File: src/rtl/sum_run_controller.sv
// Sequencer for the byte-summing datapath. It holds a loadable operand table.
// On a start edge it pulses go and streams the operands, followed by a 0x00
// terminator. It then waits for done (with a timeout) and latches the
// match, mismatch and timeout flags.
// Optional feature macro: AUTO_RERUN_EN. While start is held, a matching run
// repeats itself after a 16-cycle gap in IDLE.
// Datapath-facing outputs are registered from the current state. go and the
// first operand therefore appear one cycle after the FSM enters GO/FEED.
module sum_run_controller #(
  parameter int unsigned DEPTH   = 8,
  parameter int unsigned TIMEOUT = 64
) (
  input  logic                     clock,
  input  logic                     reset,
  input  logic                     start,
  input  logic                     wr_en,
  input  logic [$clog2(DEPTH)-1:0] wr_addr,
  input  logic [7:0]               wr_data,
  input  logic [$clog2(DEPTH):0]   len,
  output logic                     sum_go_l,
  output logic [7:0]               sum_inA,
  input  logic                     sum_done,
  input  logic [7:0]               sum_q,
  output logic [7:0]               ref_sum,
  output logic                     busy,
  output logic                     match,
  output logic                     mismatch,
  output logic                     timeout,
  output logic [7:0]               run_count
);

  localparam int unsigned AW = $clog2(DEPTH);
  localparam int unsigned LW = AW + 1;
  localparam int unsigned CW = $clog2(TIMEOUT) + 1;

  typedef enum logic [2:0] {IDLE, GO, FEED, TERM, WAIT} state_t;

  state_t        state, next_state;
  logic [7:0]    op_table [DEPTH];
  logic [AW-1:0] idx;
  logic [LW-1:0] len_q;
  logic [LW-1:0] len_clamped;
  logic [CW-1:0] cnt;
  logic          start_q;
  logic          start_rise;
  logic          rerun_fire;
  logic [7:0]    cur_op;
  logic          last_op;

  // Combinational next values for the registered outputs and the control strobes.
  logic          go_l_c;
  logic [7:0]    ina_c;
  logic          busy_c;
  logic          run_start;
  logic          feed_add;
  logic          finish_done;
  logic          finish_to;
  logic          early_done;

  assign start_rise  = start && !start_q;
  assign cur_op      = op_table[idx];
  assign last_op     = ({1'b0, idx} == (len_q - LW'(1)));
  assign len_clamped = (len > LW'(DEPTH)) ? LW'(DEPTH) : len;

`ifdef AUTO_RERUN_EN
  logic       rerun_armed;
  logic [3:0] gap;

  // Arm after a matching run; count IDLE cycles while start stays high.
  always_ff @(posedge clock) begin
    if (reset) begin
      rerun_armed <= 1'b0;
      gap         <= '0;
    end else if (!start || run_start || finish_to || early_done) begin
      rerun_armed <= 1'b0;
      gap         <= '0;
    end else if (finish_done) begin
      rerun_armed <= (sum_q == ref_sum);
      gap         <= '0;
    end else if (rerun_armed && state == IDLE) begin
      gap <= gap + 4'd1;
    end
  end

  assign rerun_fire = rerun_armed && start && (state == IDLE) && (gap == 4'd15);
`else
  assign rerun_fire = 1'b0;
`endif

  // State register.
  always_ff @(posedge clock) begin
    if (reset) state <= IDLE;
    else       state <= next_state;
  end

  // Next-state logic, output values and control strobes.
  always_comb begin
    next_state  = state;
    go_l_c      = 1'b1;
    ina_c       = '0;
    busy_c      = 1'b0;
    run_start   = 1'b0;
    feed_add    = 1'b0;
    finish_done = 1'b0;
    finish_to   = 1'b0;
    early_done  = 1'b0;
    case (state)
      IDLE: begin
        if (start_rise || rerun_fire) begin
          run_start  = 1'b1;
          next_state = GO;
        end
      end
      GO: begin
        busy_c = 1'b1;
        go_l_c = 1'b0;
        if (sum_done) early_done = 1'b1;
        else          next_state = (len_q != '0) ? FEED : TERM;
      end
      FEED: begin
        busy_c = 1'b1;
        ina_c  = cur_op;
        if (sum_done) begin
          early_done = 1'b1;
        end else if (cur_op == 8'h00) begin
          next_state = WAIT;
        end else begin
          feed_add = 1'b1;
          if (last_op) next_state = TERM;
        end
      end
      TERM: begin
        busy_c = 1'b1;
        if (sum_done) early_done = 1'b1;
        else          next_state = WAIT;
      end
      WAIT: begin
        busy_c = 1'b1;
        if (sum_done) begin
          finish_done = 1'b1;
          busy_c      = 1'b0;
          next_state  = IDLE;
        end else if (cnt == CW'(TIMEOUT - 1)) begin
          finish_to  = 1'b1;
          busy_c     = 1'b0;
          next_state = IDLE;
        end
      end
      default: next_state = IDLE;
    endcase
    // An early done aborts the run. Drop go and the operand right away.
    if (early_done) begin
      next_state = IDLE;
      go_l_c     = 1'b1;
      ina_c      = '0;
      busy_c     = 1'b0;
    end
  end

  // Operand table. It has no reset, and writes are accepted only in IDLE.
  always_ff @(posedge clock) begin
    if (wr_en && state == IDLE) op_table[wr_addr] <= wr_data;
  end

  // Run datapath: outputs, reference sum, index, timeout counter and flags.
  always_ff @(posedge clock) begin
    if (reset) begin
      start_q   <= 1'b0;
      sum_go_l  <= 1'b1;
      sum_inA   <= '0;
      busy      <= 1'b0;
      ref_sum   <= '0;
      match     <= 1'b0;
      mismatch  <= 1'b0;
      timeout   <= 1'b0;
      run_count <= '0;
      idx       <= '0;
      len_q     <= '0;
      cnt       <= '0;
    end else begin
      start_q  <= start;
      sum_go_l <= go_l_c;
      sum_inA  <= ina_c;
      busy     <= busy_c;
      cnt      <= (state == WAIT) ? cnt + CW'(1) : '0;
      if (run_start) begin
        if (start_rise) len_q <= len_clamped;
        ref_sum  <= '0;
        match    <= 1'b0;
        mismatch <= 1'b0;
        timeout  <= 1'b0;
        idx      <= '0;
      end
      if (state == FEED) idx <= idx + AW'(1);
      if (feed_add) ref_sum <= ref_sum + cur_op;
      if (early_done) begin
        mismatch  <= 1'b1;
        run_count <= run_count + 8'd1;
      end
      if (finish_done) begin
        match     <= (sum_q == ref_sum);
        mismatch  <= (sum_q != ref_sum);
        run_count <= run_count + 8'd1;
      end
      if (finish_to) begin
        timeout   <= 1'b1;
        run_count <= run_count + 8'd1;
      end
    end
  end

endmodule

File: config.mk
export PLATFORM = sky130hd
export DESIGN_NAME = sum_run_controller
export DESIGN_NICKNAME = d
export VERILOG_FILES = /design/src/rtl/sum_run_controller.sv
export SDC_FILE = /design/constraint.sdc
export NUM_CORES = 1
export LEC_CHECK = 0
export ABC_AREA = 1
export ABC_CLOCK_PERIOD_IN_PS = 5500
export CELL_PAD_IN_SITES_DETAIL_PLACEMENT = 1
export CELL_PAD_IN_SITES_GLOBAL_PLACEMENT = 1
export CORE_ASPECT_RATIO = 1.4
export CORE_MARGIN = 4
export CORE_UTILIZATION = 40
export CTS_BUF_LIST = sky130_fd_sc_hd__clkbuf_8
export CTS_CLUSTER_SIZE = 16
export DETAILED_ROUTE_END_ITERATION = 7
export PLACE_DENSITY_LB_ADDON = 0.2
export RECOVER_POWER = 100
export SLEW_MARGIN = 20
export SYNTH_ARGS = -nofsm -noshare
export SYNTH_HDL_FRONTEND = slang
export SYNTH_SLANG_ARGS = --single-unit
export TNS_END_PERCENT = 100
File: constraint.sdc
create_clock -name clock -period 5.5 [get_ports clock]
set_input_delay 0.55 -clock clock [delete_from_list [all_inputs] [get_ports clock]]
set_output_delay 0.55 -clock clock [all_outputs]
set_load 0.02 [all_outputs]
==> summary.md, run 1 <==
| Metric | Value |
|---|---|
| DR WL/cell | 16.55 um |
| Die H | roughly 140 um |
| Initial antenna violation count | 0 |
| Leak | roughly 2.7 nW |
| Initial core utilization | 0.4061 |
| Worst path max stage delay | roughly 1000 ps |
| Power Density | around 370 nW/um2 |
| DR iter-0 viols | 150 |
| Cell mode on critical path | nand2_1 |
| DR vias/cell | just over 5 |
| Critical Path AT | between 4000 and 5000 ps |
| Hold Crit Class | flop to flop |
| Fraction of layout instances using a drive strength above 1 | 0.05758 |
| Clock slew at reported path FFs | approximately 70 ps |
| Period minus WS final | ~3900 ps |
| # port buffers | 56 |
| Resized Gates After CTS | 0 |
| CTS Sinks | around 110 |
| Core area | 12810 um2 |
| Pin count of the biggest net entering global routing | 34 |
| Layout area overhead | 19.86% |
| Antenna Cells | 0 |
| Total Routing Usage GR | 0.1882 |
| Post-synth EDFFs | 64 |
| Post-route ant nets | 0 |
| Gr ovfl total | 0 |
| Worst slew pin tran | between 1000 and 1500 ps |
| Register area | 2923 um2 |
| Fmax achieved | between 200 and 300 MHz |
| Register bit total from synthesis | around 110 |
| DP Cell Count | about 780 |
| CTS max path bufs | 2 |
| Final Skew | 12.51 ps |
| Max VDD drop | 205.0 uV |
| Filler cells | 1500 |
| DRC viols | 0 |
| Commonest cells after routing, fill and taps aside | 149 x nand2_1, 86 x inv_1, 64 x nand3_1, 64 x edfxtp_1, 50 x dfxtp_1 |
| CP Buf/Inv Count | 4 |
| H-tree depth | 4 |
| Status | complete, no violations |
| Synthesized area | around 5200 um2 |
| Tcrit/Tclk final | 0.7012 |
| Root Driver | clkbuf_8 |
| Crit. End Element | flop |
| Row count | around 50 |
| Final Non-Filler Cells | approximately 810 |
| RSZ-0062 raised after global routing | false |
| Crit Path Category | flop to flop |
| Final hold viol count | 0 |
| Worst slew margin | 0.2335 |
| Vias in the first global route | approximately 4.5k |
| Sum Neg Setup Slack | 0 ps |
| Cts hold-fix bufs | 0 |
| Startpoint Class | flop |
| Mapped Cells | a little under 600 |
| Crit Path Max Fanout | 33 |
| Die Footprint | 14920 um2 |
| First-pass GRT wire length | 21840 um |
| DP Wirelength | around 10000 um |
| Final net count | between 600 and 700 |
| Inserted Clock Buffers | 17 |
| Max-Cap Viols | 0 |
| Worst skew pair latency | approximately 430 ps |
| Drt pass-1 iters | 4 |
| Die W | approximately 100 um |
| Crit path cell chain | buf_4, clkinvlp_2, nand2_1, nand2_1, nand2_1, nand3_1, nand2_1, inv_1, ha_1, inv_1, o21bai_1, nand2_1, nand3_1, xor2_1, nand4_1, a21oi_1 |
| RD Place Congestion | approximately 0.89 |
| Final setup viols | 0 |
| CTS tree | built |
| Top Ports | 57 |
| Most used flip-flop cell after synthesis | edfxtp_1 |
| Syn_nets | 627 |
| Final wirelength | between 10000 and 15000 um |
| Synth Area per Inst | slightly below 9 um2 |
| Yosys warns | 0 |
| CP delay by family, top | buffers and inverters |
| Setup bufs post-CTS | 0 |
| Worst EP required | between 5000 and 6000 ps |
| Distinct cells, synth | 35 |
| Area of the multi-input gates | roughly 1800 um2 |
| Slowest CP cell | clkinvlp_2 |
| Via count | 4136 |
| Sequential share of the synthesized area | 0.5617 |
| Ys async rst share | 0 |
| Most common cell after layout, fill and taps aside | nand2_1 |
| Final Max Slew Viols | 0 |
==> worst min-delay path, cell delays in order, from the launching register on <==
cell     delay (ps)
dfxtp_1         310
nand2_1          60
a21oi_1          50
==> layout make-up <==
type	instances	area share
Timing Repair Buffer	57	0.09107
Tap cell	153	0.03069
Clock inverter	15	0.02688
Inverter	89	0.05376
Sequential cell	114	0.4686
Clock buffer	17	0.03751
Multi-Input combinational cell	368	0.2915
==> cells by family (layout without fill, tap and decap cells) <==
group | count (synthesis) | count (layout) | share of synthesized area
simple gates | 285 | 285 | 0.2376
flops | 114 | 114 | 0.5617
buf+inv | 105 | 178 | 0.08656
compound gates | 53 | 53 | 0.05362
xor+xnor | 18 | 18 | 0.03030
fa+ha+maj | 12 | 12 | 0.03030
==> cell usage after synthesis, drive strengths merged, types with 3 or more instances <==
| master | instances | share of area |
|---|---|---|
| nand4 | 14 | 0.017 |
| dfxtp | 50 | 0.19 |
| inv | 88 | 0.064 |
| clkbuf | 3 | 0.0022 |
| nand2 | 150 | 0.11 |
| xor2 | 12 | 0.020 |
| buf | 13 | 0.020 |
| xnor2 | 6 | 0.010 |
| a21oi | 34 | 0.033 |
| nor2 | 46 | 0.035 |
| nand3 | 66 | 0.066 |
| ha | 11 | 0.026 |
| o21ai | 13 | 0.013 |
| edfxtp | 64 | 0.37 |
| nor3 | 5 | 0.0048 |
==> registers in the layout (all words and copies together), names as in the netlist, named ones only <==
| register | count |
|---|---|
| sum_inA | 8 |
| len_q | 4 |
| match | 1 |
| busy | 1 |
| idx | 3 |
| ref_sum | 8 |
| mismatch | 1 |
| op_table | 64 |
| start_q | 1 |
| timeout | 1 |
| run_count | 8 |
| cnt | 7 |
| sum_go_l | 1 |
| state | 3 |
==> path summary, 6_finish.rpt <==
kind	cells after the start	start	slack (ps)	end
setup / recovery	16	flop	1640	ref_sum[6]
hold / removal	2	timeout	460	timeout
setup reg to reg	16	flop	1640	ref_sum[6]
hold reg to reg	2	timeout	460	timeout
==> per-layer routing <==
metal  GRT usage  vias to the layer above  share of wire
met1      0.2033                     2021           0.40
met4     0.06583                        0          0.014
met5           0                        -              0
met2      0.3560                       66           0.55
li1            -                     2038              -
met3     0.04704                       11          0.034
==> per-stage QoR <==
| step | setup slack [ps] | hold slack, ps | cell area [um2] | util | total power [mW] |
|---|---|---|---|---|---|
| 2_1_floorplan | 3343 | 417.5 | 5204 | - | 1.380 |
| 4_1_cts | 2626 | 466.2 | 6251 | 0.4878 | 2.343 |
| 3_5_place_dp | 2668 | 458.1 | 5849 | 0.4565 | 1.549 |
| 5_1_grt | 1200 | 502.0 | 6237 | 0.4868 | 2.435 |
| 3_3_place_gp | 2751 | 433.3 | 5849 | 0.4565 | 1.527 |
| 6_report | 1644 | 459.6 | 6237 | 0.4868 | 2.305 |
==> power by group <==
part	leakage, nW	internal, mW	switching [mW]
Combinational	1.49	0.174	0.351
Clock	0.200	0.443	0.345
Sequential	0.984	0.954	0.0378
Power figures use the tool's default switching activity.
==> run 2: changes to the inputs <==
--- a/config.mk
+++ b/config.mk
@@ -6,7 +6,7 @@
 export NUM_CORES = 1
 export LEC_CHECK = 0
 export ABC_AREA = 1
-export ABC_CLOCK_PERIOD_IN_PS = 5500
+export ABC_CLOCK_PERIOD_IN_PS = 3900
 export CELL_PAD_IN_SITES_DETAIL_PLACEMENT = 1
 export CELL_PAD_IN_SITES_GLOBAL_PLACEMENT = 1
 export CORE_ASPECT_RATIO = 1.4
==> constraint.sdc (replaced) <==
create_clock -name clock -period 3.9 [get_ports clock]
set_input_delay 0.39 -clock clock [delete_from_list [all_inputs] [get_ports clock]]
set_output_delay 0.39 -clock clock [all_outputs]
set_load 0.02 [all_outputs]
==> summary.md, run 2 (same netlist as run 1, synthesis figures left out) <==
| Metric | Value |
|---|---|
| Status | complete, no violations |
| Setup bufs post-CTS | 0 |
| Leak | roughly 2.7 nW |
| RD Place Congestion | approximately 0.85 |
| Crit Path Max Fanout | 17 |
| Critical Path AT | approximately 3400 ps |
| Final setup viols | 0 |
| Root Driver | clkbuf_8 |
| Area after DPL | 5872 um2 |
| Sum Neg Setup Slack | 0 ps |
| Period minus WS final | slightly above 3000 ps |
| Worst r2r path cells | 14 |
| DR WL/cell | approximately 16 um |
| Commonest cells after routing, fill and taps aside | 150 x nand2_1, 93 x inv_1, 64 x nand3_1, 64 x edfxtp_1, 50 x dfxtp_1 |
| Final Max Slew Viols | 0 |
| # port buffers | between 50 and 60 |
| CTS max path bufs | 2 |
| Worst slew pin tran | 999.0 ps |
| CTS Sinks | between 100 and 150 |
| DR vias/cell | 5.031 |
| Startpoint Class | flop |
| Design area | 6256 um2 |
| Max reg flops | 64 |
| Final wirelength | between 10000 and 15000 um |
| CTS tree | built |
| H-tree depth | 4 |
| Max-Cap Viols | 0 |
| Post-route ant nets | 0 |
| DR iter-0 viols | 124 |
| First-pass GRT wire length | 22340 um |
| Drt pass-1 iters | 4 |
| RSZ-0062 raised after global routing | false |
| Hold Crit Class | flop to flop |
| Die Footprint | roughly 15000 um2 |
| Initial antenna violation count | 0 |
| Resized Gates After CTS | 0 |
| Die W | ~100 um |
| Gr ovfl total | 0 |
| Clock slew at reported path FFs | roughly 70 ps |
| Worst EP required | approximately 4200 ps |
| Crit Path Category | flop to flop |
| DP Wirelength | between 9000 and 10000 um |
| Row count | 49 |
| Power Density | about 520 nW/um2 |
| Initial core utilization | 0.4061 |
| Core area | between 10000 and 15000 um2 |
| DRC viols | 0 |
| Reg-to-reg slack, setup | about 820 ps |
| Fmax achieved | 324.8 MHz |
| Worst hold start | cnt[0] |
| Hold EP | cnt[0] |
| Top sig layer | met4 |
| Inserted Clock Buffers | 17 |
| Tcrit/Tclk final | 0.7895 |
| Die H | roughly 140 um |
| Layout area overhead | 20.22% |
| Crit. End Element | flop |
| Final Skew | ~10 ps |
| Via count | 4105 |
| Worst skew pair latency | 430 ps |
| Cts hold-fix bufs | 0 |
| Pin count of the biggest net entering global routing | 33 |
| WL met2 | slightly above 7000 um |
| R2R Path End | ref_sum[7] |
| Max VDD drop | around 210 uV |
| Final hold viol count | 0 |
| Vias in the first global route | 4536 |
| Fraction of layout instances using a drive strength above 1 | 0.05128 |
| Most common cell after layout, fill and taps aside | nand2_1 |
| Total Routing Usage GR | 0.1937 |
| Min-Delay Path Depth | 1 |
| Met3 wire length | 300 um |
| Top Ports | 57 |
| Wl on met1 | between 5000 and 6000 um |
| Worst slew margin | 0.3340 |
| Final net count | 690 |
| Register with the most flip-flops | op_table |
| Antenna Cells | 0 |
[run 2: changes by cell type in the layout (fill, tap and decap cells not counted), moves of 2 or more]
cell,change
inv_1,+7
buf_4,+2
clkinvlp_4,-2
clkinv_1,-2
clkbuf_8,+3
clkinv_4,-4
[run 2: where the power goes]
part / internal (mW) / switching (mW)
Combinational: 0.250 / 0.492
Sequential: 1.35 / 0.0621
Clock: 0.666 / 0.459
Total: 2.26 / 1.01
[run 2: worst max path at each step]
stage,start,end,cells after the start
5_1_grt,flop,ref_sum[7],14
3_5_place_dp,flop,ref_sum[7],14
6_report,flop,ref_sum[7],14
4_1_cts,flop,ref_sum[7],14
2_1_floorplan,flop,ref_sum[4],15
3_3_place_gp,flop,ref_sum[7],14
[run 2: per-stage QoR]
| stage | total power [mW] | instances | setup slack [ps] | hold WS (ps) | util |
|---|---|---|---|---|---|
| global route | 3.471 | 816 | 451.8 | 484.7 | 0.4882 |
| floorplan | 1.946 | 587 | 1743 | 417.5 | - |
| detailed placement | 2.196 | 784 | 1032 | 452.0 | 0.4583 |
| finish | 3.275 | 816 | 820.8 | 453.4 | 0.4882 |
| CTS | 3.326 | 816 | 1025 | 463.0 | 0.4897 |
| global placement | 2.165 | 784 | 1158 | 434.9 | 0.4583 |
[run 2: critical path: stages, from the launching register on]
cell     delay [ps]
dfxtp_1         740
inv_1           430
nand3_1         190
nand2_1          60
o21ai_1         220
inv_1           100
ha_1            330
a21oi_1         250
o21ai_0         130
a21oi_1         140
nand3_1         100
nand2_1          70
inv_1            40
nand4_1          60
a21oi_1          80
[run 2: metal layers]
metal,GRT usage,vias to the layer above
met4,0.08403,0
met1,0.2100,1977
met2,0.3649,56
met3,0.03890,28
met5,0,-
li1,-,2044
[run 2: area by class of cell]
| cell class | count | area, um2 |
|---|---|---|
| Tap cell | 153 | 191.4 |
| Timing Repair Buffer | 60 | 586.8 |
| Sequential cell | 114 | 2923 |
| Clock inverter | 12 | 127.6 |
| Clock buffer | 20 | 275.3 |
| Inverter | 89 | 336.6 |
| Fill cell | 1502 | 6558 |
| Multi-Input combinational cell | 368 | 1815 |
==> run 3: changes to the inputs <==
--- a/config.mk
+++ b/config.mk
@@ -6,7 +6,7 @@
 export NUM_CORES = 1
 export LEC_CHECK = 0
 export ABC_AREA = 1
-export ABC_CLOCK_PERIOD_IN_PS = 3900
+export ABC_CLOCK_PERIOD_IN_PS = 2600
 export CELL_PAD_IN_SITES_DETAIL_PLACEMENT = 1
 export CELL_PAD_IN_SITES_GLOBAL_PLACEMENT = 1
 export CORE_ASPECT_RATIO = 1.4
==> constraint.sdc (replaced) <==
create_clock -name clock -period 2.6 [get_ports clock]
set_input_delay 0.26 -clock clock [delete_from_list [all_inputs] [get_ports clock]]
set_output_delay 0.26 -clock clock [all_outputs]
set_load 0.02 [all_outputs]
==> summary.md, run 3 (same netlist as run 1, synthesis figures left out) <==
| Metric | Value |
|---|---|
| Filler cells | about 1.5k |
| Register with the most flip-flops | op_table |
| Sum Neg Setup Slack | 0 ps |
| Max VDD drop | 321.9 uV |
| RSZ-0062 raised after global routing | false |
| DRC viols | 0 |
| Crit Path Max Fanout | 25 |
| DR iter-0 viols | ~120 |
| CP Buf/Inv Count | 3 |
| Die W | 104.4 um |
| Root Driver | clkbuf_8 |
| DP Wirelength | 9664 um |
| DR WL/cell | 15.78 um |
| Inserted Clock Buffers | 17 |
| Top Ports | between 50 and 60 |
| Final Max Slew Viols | 0 |
| Final hold viol count | 0 |
| Layout area overhead | 21.86% |
| Leak | around 2.7 nW |
| Die H | 143.0 um |
| H-tree depth | 4 |
| Worst slew margin | 0.5571 |
| Tcrit/Tclk final | 0.9196 |
| Fmax achieved | roughly 420 MHz |
| Initial antenna violation count | 0 |
| Gr ovfl total | 0 |
| Row count | 49 |
| CP delay by family, top | simple AND/OR/NAND/NOR gates |
| Worst path max stage delay | around 400 ps |
| Total Routing Usage GR | 0.1874 |
| Period minus WS final | roughly 2400 ps |
| Die Footprint | ~15000 um2 |
| Crit path cell chain | buf_6, nand2_1, nand3_1, nand3_1, nand2_1, inv_1, ha_1, a21oi_1, o21ai_0, a21oi_1, nand3_1, nand2_1, inv_1, nand4_1, a21oi_1 |
| RD Place Congestion | around 0.84 |
| Crit Path Category | flop to flop |
| # port buffers | 56 |
| Post-route ant nets | 0 |
| Final Skew | about 11 ps |
| Pin count of the biggest net entering global routing | 26 |
| Drt pass-1 iters | 4 |
| Max-Cap Viols | 0 |
| Design area | 6341 um2 |
| Final net count | 705 |
| Final setup viols | 0 |
| Clock slew at reported path FFs | around 70 ps |
| Worst slew pin tran | ~660 ps |
| Most common cell after layout, fill and taps aside | nand2_1 |
| Antenna Cells | 0 |
| Final wirelength | about 13000 um |
| Cts hold-fix bufs | 0 |
| Setup bufs post-CTS | 0 |
| Vias in the first global route | between 4k and 5k |
| CTS Sinks | approximately 110 |
| Status | complete, no violations |
| Initial core utilization | 0.4061 |
| Core area | roughly 13000 um2 |
| Crit. End Element | flop |
| Power Density | between 700 and 800 nW/um2 |
| Worst EP required | between 2000 and 3000 ps |
| Startpoint Class | flop |
| Hold Crit Class | input pin to flop |
| Critical Path AT | about 2700 ps |
| Via count | between 4k and 5k |
| Max reg flops | 64 |
| Fraction of layout instances using a drive strength above 1 | 0.07670 |
| Worst hold start | len[0] |
| Commonest cells after routing, fill and taps aside | 147 x nand2_1, 86 x inv_1, 64 x nand3_1, 64 x edfxtp_1, 49 x dfxtp_1 |
| CTS tree | built |
| Area after DPL | around 6000 um2 |
| Slowest CP cell | dfxtp_2 |
| DR vias/cell | between 5 and 6 |
| CTS max path bufs | 2 |
| First-pass GRT wire length | 21970 um |
| Worst skew pair latency | 440 ps |
==> run 3: changes by cell type in the layout (fill, tap and decap cells not counted), sizes merged <==
cell and change:
clkdlybuf4s50 +1, clkinv +3, buf +7, clkinvlp +1, clkbuf +5, dlygate4sd3 -1, bufinv -1
==> run 3: stage by stage <==
| step | setup slack (ps) | hold WS, ps | power [mW] | std cells | utilization |
|---|---|---|---|---|---|
| 6_report | 209.0 | 394.0 | 4.886 | 831 | 0.4949 |
| 5_1_grt | 1.579 | 377.7 | 5.185 | 831 | 0.4949 |
| 4_1_cts | 80.69 | 373.9 | 4.974 | 831 | 0.4974 |
| 3_5_place_dp | 93.39 | 462.0 | 3.320 | 799 | 0.4670 |
| 3_3_place_gp | 148.7 | 430.5 | 3.276 | 799 | 0.4670 |
| 2_1_floorplan | 442.7 | 358.9 | 2.919 | 587 | - |
==> run 3: area by class of cell <==
type | instances | area, um2 | share of cell area
Clock buffer | 17 | 234.0 | 0.03690
Tap cell | 153 | 191.4 | 0.03019
Clock inverter | 15 | 155.1 | 0.02447
Sequential cell | 114 | 2924 | 0.4611
Inverter | 89 | 339.1 | 0.05347
Timing Repair Buffer | 75 | 676.9 | 0.1067
Multi-Input combinational cell | 368 | 1821 | 0.2871
==> run 3: metal layers <==
| metal | GRT usage | part of all wire | vias up |
|---|---|---|---|
| li1 | - | - | 2071 |
| met1 | 0.2029 | 0.41 | 2011 |
| met2 | 0.3496 | 0.54 | 65 |
| met3 | 0.04523 | 0.030 | 21 |
| met4 | 0.07703 | 0.022 | 0 |
| met5 | 0 | 0 | - |
==> run 3: power by group <==
part	total, mW	switching [mW]	internal [mW]
logic	1.15	0.743	0.410
registers	2.10	0.0802	2.02
clock network	1.63	0.776	0.858
==> run 3: worst paths after layout <==
kind | end | slack [ps] | depth (start not counted)
worst min-delay path | len_q[0] | 390 | 3
worst max register to register | ref_sum[7] | 210 | 15
worst min register to register | timeout | 470 | 2
worst max-delay path | ref_sum[7] | 210 | 15
==> run 3: what timing repair did <==
| item | in CTS | in global routing |
|---|---|---|
| gates resized for setup | 0 | 4 |
| endpoints found under the setup margin | 0 | 5 |
| hold endpoints to repair | 0 | 0 |
==> run 3: worst register-to-register path, delay by kind of cell, from the launching register on <==
family,cells,cell delay [ps]
DFF,1,400
buffers and inverters,3,320
adders and majority gates,1,340
AOI/OAI and AO/OA,4,610
and+or+nand+nor,7,620
